File: config.mk
export PLATFORM = sky130hd
export DESIGN_NAME = dcache_flush_engine
export DESIGN_NICKNAME = d
export VERILOG_FILES = /design/src/rtl/dcache_flush_engine.sv
export SDC_FILE = /design/constraint.sdc
export NUM_CORES = 1
export LEC_CHECK = 0
export ABC_AREA = 1
export CORE_UTILIZATION = 36
export DETAILED_ROUTE_END_ITERATION = 12
export HOLD_SLACK_MARGIN = 0.1
export PLACE_DENSITY = 0.83
export SLEW_MARGIN = 20
export SYNTH_ARGS = -nofsm -noshare
export SYNTH_HDL_FRONTEND = slang
export SYNTH_SLANG_ARGS = --single-unit
export TNS_END_PERCENT = 100
File: constraint.sdc
create_clock -name clock -period 3.4 [get_ports clock]
set_input_delay 0.34 -clock clock [delete_from_list [all_inputs] [get_ports clock]]
set_output_delay 0.34 -clock clock [all_outputs]
set_load 0.02 [all_outputs]
File: src/rtl/dcache_flush_engine.sv
// Dcache flush engine: walks every {way,set} line, stores each dirty block to memory, clears its dirty bit.
// Optional DCACHE_FLUSH_STATS_EN adds wb_count / stall_cycles statistics outputs.
module dcache_flush_engine #(
  parameter int NUM_WAYS = 4,
  parameter int NUM_SETS = 8,
  parameter int TAG_W    = 26,
  parameter int BLK_W    = 64,
  parameter int RESP_W   = 4
) (
  input  logic                        clock,
  input  logic                        reset,
  input  logic                        flush_req,
  output logic                        flush_busy,
  output logic                        flush_done,
  output logic                        dirty_search,
  output logic [2:0]                  way_selected,
  output logic [$clog2(NUM_SETS)-1:0] rd_set_idx,
  input  logic                        read_dirty,
  input  logic [TAG_W-1:0]            dirty_tag,
  input  logic [$clog2(NUM_SETS)-1:0] dirty_idx,
  input  logic [BLK_W-1:0]            dirty_block,
  output logic                        clear_en,
  output logic [$clog2(NUM_WAYS)-1:0] clear_way,
  output logic [$clog2(NUM_SETS)-1:0] clear_idx,
  output logic [1:0]                  proc2mem_command,
  output logic [31:0]                 proc2mem_addr,
  output logic [BLK_W-1:0]            proc2mem_data,
  input  logic [RESP_W-1:0]           mem2proc_response
`ifdef DCACHE_FLUSH_STATS_EN
  ,
  output logic [5:0]                  wb_count,
  output logic [15:0]                 stall_cycles
`endif
);

  localparam int WAY_W = $clog2(NUM_WAYS);
  localparam int SET_W = $clog2(NUM_SETS);
  localparam int PTR_W = WAY_W + SET_W;

  localparam logic [2:0] S_IDLE  = 3'd0;
  localparam logic [2:0] S_PROBE = 3'd1;
  localparam logic [2:0] S_ISSUE = 3'd2;
  localparam logic [2:0] S_CLEAR = 3'd3;
  localparam logic [2:0] S_DONE  = 3'd4;

  localparam logic [1:0] CMD_NONE  = 2'd0;
  localparam logic [1:0] CMD_STORE = 2'd2;

  logic [2:0]       state_reg, state_next;
  logic [PTR_W-1:0] ptr_reg, ptr_next;
  logic [TAG_W-1:0] tag_reg;
  logic [SET_W-1:0] idx_reg;
  logic [BLK_W-1:0] blk_reg;
  logic             latch_en;
  logic             last_line;
  logic             accepted;

  assign last_line = &ptr_reg;
  assign accepted  = (state_reg == S_ISSUE) && (mem2proc_response != '0);

  always_comb begin
    state_next = state_reg;
    ptr_next   = ptr_reg;
    latch_en   = 1'b0;
    case (state_reg)
      S_IDLE: begin
        if (flush_req) begin
          state_next = S_PROBE;
          ptr_next   = '0;
        end
      end
      S_PROBE: begin
        if (read_dirty) begin
          state_next = S_ISSUE;
          latch_en   = 1'b1;
        end else if (last_line) begin
          state_next = S_DONE;
        end else begin
          ptr_next = ptr_reg + 1'b1;
        end
      end
      S_ISSUE: begin
        if (accepted) state_next = S_CLEAR;
      end
      S_CLEAR: begin
        if (last_line) begin
          state_next = S_DONE;
        end else begin
          state_next = S_PROBE;
          ptr_next   = ptr_reg + 1'b1;
        end
      end
      S_DONE: begin
        state_next = S_IDLE;
        ptr_next   = '0;
      end
      default: begin
        state_next = S_IDLE;
        ptr_next   = '0;
      end
    endcase
  end

  always_ff @(posedge clock or negedge reset) begin
    if (!reset) begin
      state_reg <= S_IDLE;
      ptr_reg   <= '0;
      tag_reg   <= '0;
      idx_reg   <= '0;
      blk_reg   <= '0;
    end else begin
      state_reg <= state_next;
      ptr_reg   <= ptr_next;
      // Latched copy keeps the store stable while memory stalls
      if (latch_en) begin
        tag_reg <= dirty_tag;
        idx_reg <= dirty_idx;
        blk_reg <= dirty_block;
      end
    end
  end

  assign flush_busy       = (state_reg != S_IDLE);
  assign flush_done       = (state_reg == S_DONE);
  assign dirty_search     = (state_reg == S_PROBE);
  assign way_selected     = 3'(ptr_reg[PTR_W-1:SET_W]);
  assign rd_set_idx       = ptr_reg[SET_W-1:0];
  assign clear_en         = (state_reg == S_CLEAR);
  assign clear_way        = ptr_reg[PTR_W-1:SET_W];
  assign clear_idx        = ptr_reg[SET_W-1:0];
  assign proc2mem_command = (state_reg == S_ISSUE) ? CMD_STORE : CMD_NONE;
  assign proc2mem_addr    = {tag_reg, idx_reg, 3'b000};
  assign proc2mem_data    = blk_reg;

`ifdef DCACHE_FLUSH_STATS_EN
  logic flush_start;
  assign flush_start = (state_reg == S_IDLE) && flush_req;

  always_ff @(posedge clock or negedge reset) begin
    if (!reset) begin
      wb_count     <= '0;
      stall_cycles <= '0;
    end else if (flush_start) begin
      wb_count     <= '0;
      stall_cycles <= '0;
    end else if (state_reg == S_ISSUE) begin
      if (accepted) wb_count <= wb_count + 1'b1;
      else if (stall_cycles != 16'hFFFF) stall_cycles <= stall_cycles + 1'b1;
    end
  end
`endif

endmodule

==> run summary <==
The flow ran to the end, and the final reports show no timing, DRC or antenna violations. Along the worst path, the maximum fanout reaches 6. The post-route setup TNS was 0 ps; the post-synthesis sequential area ratio was 0.594. The maximum ir drop on the vdd rail was 449 uV; the die extent in x was 111 um.

The startpoint identified for the worst register-to-register timing path is state_reg[2]. Starting utilization of the core area: 0.371. Data on the critical path is required at its endpoint by 3060 ps. For this design the top-level I/O count stands at 214. STA classifies the critical path startpoint as a flop. Setup repair after global routing left no endpoint under its margin. The final routed wire length divided by cell count works out to 14.3 um.

The post-route fraction of the period consumed by the critical path came out at 0.620. The total power after layout was 6.38 mW; the post-synthesis sequential element count was 101. The tools report the initial antenna violation count as 0. The start point of the critical path was state_reg[2]. TritonCTS built the clock tree.

From synthesis to final layout, the design area changed by 56.8%. The tree built by TritonCTS fans out to 101 sinks. The adder and majority gate portion of the synthesized area is 0.00589. Area fraction in compound gates after synthesis: 0.00118. TritonCTS created 9 clock buffers. The number of global-route vias before repair was 4123. The logs give 11900 um for the total routed wirelength and 495 for the synthesized instance count.

The total congestion overflow after global routing was 0; the simple-gate area share of the yosys netlist was 0.333. For this run, the top clock speed supported by timing is 474 MHz. The number of flip-flops under the largest register name was 64; the post-synthesis average cell area was 8.59 um^2. The fraction of final layout cells with drive strength greater than 1 was 0.0422. The tool flagged a number of max-cap violations equal to 0. The tools report the fill cell total of the finished layout as 1000. Port buffer count: 208.

The worst register-to-register path has a setup slack of 1400 ps. After the first detailed-routing iteration, the DRC count stood at 282. The logs give 0.202 for the global-route usage over all layers and 8320 um for the placed wire-length estimate after detailed placement.

In this run the cell area measured after placement is 0.00634 mm^2. The worst setup path is of the reg -> out kind. The clock period could shrink to 2110 ps. The H-tree was split into 3 levels. At the end of routability-driven placement, the weighted congestion stood at 0.758.

The power per cell area works out to 958 mW/mm^2. At the pin with the least slew margin, the transition time is 976 ps. The number of endpoints failing setup at the final stage is 0, and the netlist area before placement is 0.00425 mm^2. For the arrival time at the worst endpoint, the log shows 1770 ps. The clock arrives with 3.91 ps of skew.

For the area of the core region, the log shows 0.0115 mm^2. The detail route stage leaves a number of antenna-violating nets equal to 0. The logs give 1 for the number of hold buffers added after cts and 0 for the quantity of gates resized following cts. In this run the most critical hold path is launched from proc2mem_data[50]. Category of the worst setup path capture point: an output port. The mux contribution to synthesized area works out to 0. The clock passes through at most 2 buffers. The number of antenna diodes in the final layout is 0.

Clock-pin slew reported for the worst setup and hold paths after clock tree synthesis: 60 ps. The standby leakage power was 3.25 nW. The first detailed-routing pass ran for 4 iterations. The logs give 0.0122 mm^2 for the area enclosed by the die boundary and 20100 um for the wire length of the first global-routing pass.

The path class of the lowest-slack min-delay path is reg -> reg. The routed layout has 4020 vias. The post-layout net count came out at 786. The run gives 39 as the site row count.

The number of warnings printed during yosys synthesis is 0, and the worst relative slew slack is 0.350. In this run the vertical extent of the chip is 111 um. The synthesized netlist contains 21 unique library cells.

The total count of hold-check failures in the final report is 0, and the number of pins with negative max-slew slack in the final report is 0. The tools report the root buffer cell as sky130_fd_sc_hd__clkbuf_16. By area, the combinational part of the netlist is dominated by simple AND/OR/NAND/NOR gates. The logs give 1400 ps for the setup slack after placement and 0 for the number of DRC violations after detailed routing. Clock latency on the worst-skew pair, taken at its later pin, is 330 ps.

The pin count of the biggest net entering global routing came out at 96. Once routing completed, OpenROAD measured the worst setup slack at 1290 ps. The XOR/XNOR share of the synthesized area is 0.

The finished cells cover 0.00667 mm^2. The number of setup buffers added after CTS is 0. In the routed layout, each cell is associated on average with a via count of 4.84.
-- cell usage after synthesis, drive strengths merged --
cell type,number,share of area
a21oi,1,0.0012
buf,30,0.044
clkbuf,11,0.0097
conb,1,0.00088
dfrtp,101,0.59
ha,2,0.0059
inv,13,0.011
nand2,216,0.19
nand3,100,0.12
nand3b,1,0.0018
nand4,1,0.0015
nor2,16,0.016
nor3,1,0.0012
nor3b,1,0.0018
-- per-stage QoR --
stage	util	instances	hold WS, ps
after floorplan	-	499	44.4
after global placement	0.553	814	413
after detailed placement	0.553	814	410
final	0.581	830	480
after CTS	0.581	830	481
after global routing	0.581	830	505
-- layout by cell type, fill, tap and decap left out --
master / count
sky130_fd_sc_hd__nand2_1: 215
sky130_fd_sc_hd__clkdlybuf4s50_1: 206
sky130_fd_sc_hd__dfrtp_1: 101
sky130_fd_sc_hd__nand3_1: 99
sky130_fd_sc_hd__nor2_1: 14
sky130_fd_sc_hd__inv_1: 10
sky130_fd_sc_hd__clkbuf_16: 9
sky130_fd_sc_hd__buf_4: 7
sky130_fd_sc_hd__conb_1: 5
sky130_fd_sc_hd__inv_2: 3
sky130_fd_sc_hd__clkinv_2: 3
sky130_fd_sc_hd__ha_1: 2
sky130_fd_sc_hd__bufinv_16: 2
sky130_fd_sc_hd__nand2_2: 1
sky130_fd_sc_hd__nor2_4: 1
sky130_fd_sc_hd__nor3_1: 1
sky130_fd_sc_hd__nor2_2: 1
sky130_fd_sc_hd__nand3_4: 1
sky130_fd_sc_hd__nand3b_1: 1
sky130_fd_sc_hd__nand4_1: 1
sky130_fd_sc_hd__nor3b_1: 1
sky130_fd_sc_hd__a21oi_1: 1
sky130_fd_sc_hd__clkbuf_8: 1
sky130_fd_sc_hd__dlygate4sd3_1: 1
-- layout make-up --
cell class,instances,area (um^2),share of cell area
inverters,13,48.8,0.00732
well taps,143,179,0.0268
multi-input cells,344,1470,0.221
clock inverters,5,75.1,0.0113
clock buffers,10,239,0.0359
flip-flops and latches,101,2530,0.379
repair buffers,214,2120,0.319
-- logic make-up (layout without fill, tap and decap cells) --
| group | Yosys count | in the layout |
|---|---|---|
| fa+ha+maj | 2 | 2 |
| flops | 101 | 101 |
| other cells | 1 | 5 |
| compound gates | 1 | 1 |
| buf+inv | 54 | 242 |
| simple gates | 336 | 336 |
-- critical path, cell delays in order, from the launching register on --
cell	delay (ps)
sky130_fd_sc_hd__dfrtp_1	410
sky130_fd_sc_hd__inv_2	110
sky130_fd_sc_hd__nand2_2	110
sky130_fd_sc_hd__nor2_4	110
sky130_fd_sc_hd__clkdlybuf4s50_1	690
-- worst paths after layout --
check                                         end  cells past startpoint
worst max-delay path                 dirty_search                      4
worst min-delay path            proc2mem_data[50]                      2
worst max register to register       state_reg[0]                      7
worst min register to register  proc2mem_data[50]                      2
max in group asynchronous       proc2mem_data[57]                      3
min in group asynchronous             tag_reg[15]                      2
-- layer usage --
layer	GRT usage	up-vias	wire, um	share of wire
li1	-	1928	-	-
met1	0.238	1917	4760	0.40
met2	0.343	149	6030	0.51
met3	0.0569	26	759	0.064
met4	0.0916	0	354	0.030
met5	0	-	0	0
-- report_power, final --
group | switching (mW) | leakage (nW) | total (mW) | internal, mW
clock network | 0.418 | 0.158 | 1.07 | 0.657
registers | 0.339 | 1.27 | 2.09 | 1.75
logic | 1.82 | 1.83 | 3.22 | 1.40
(Power assumes the default switching activity.)
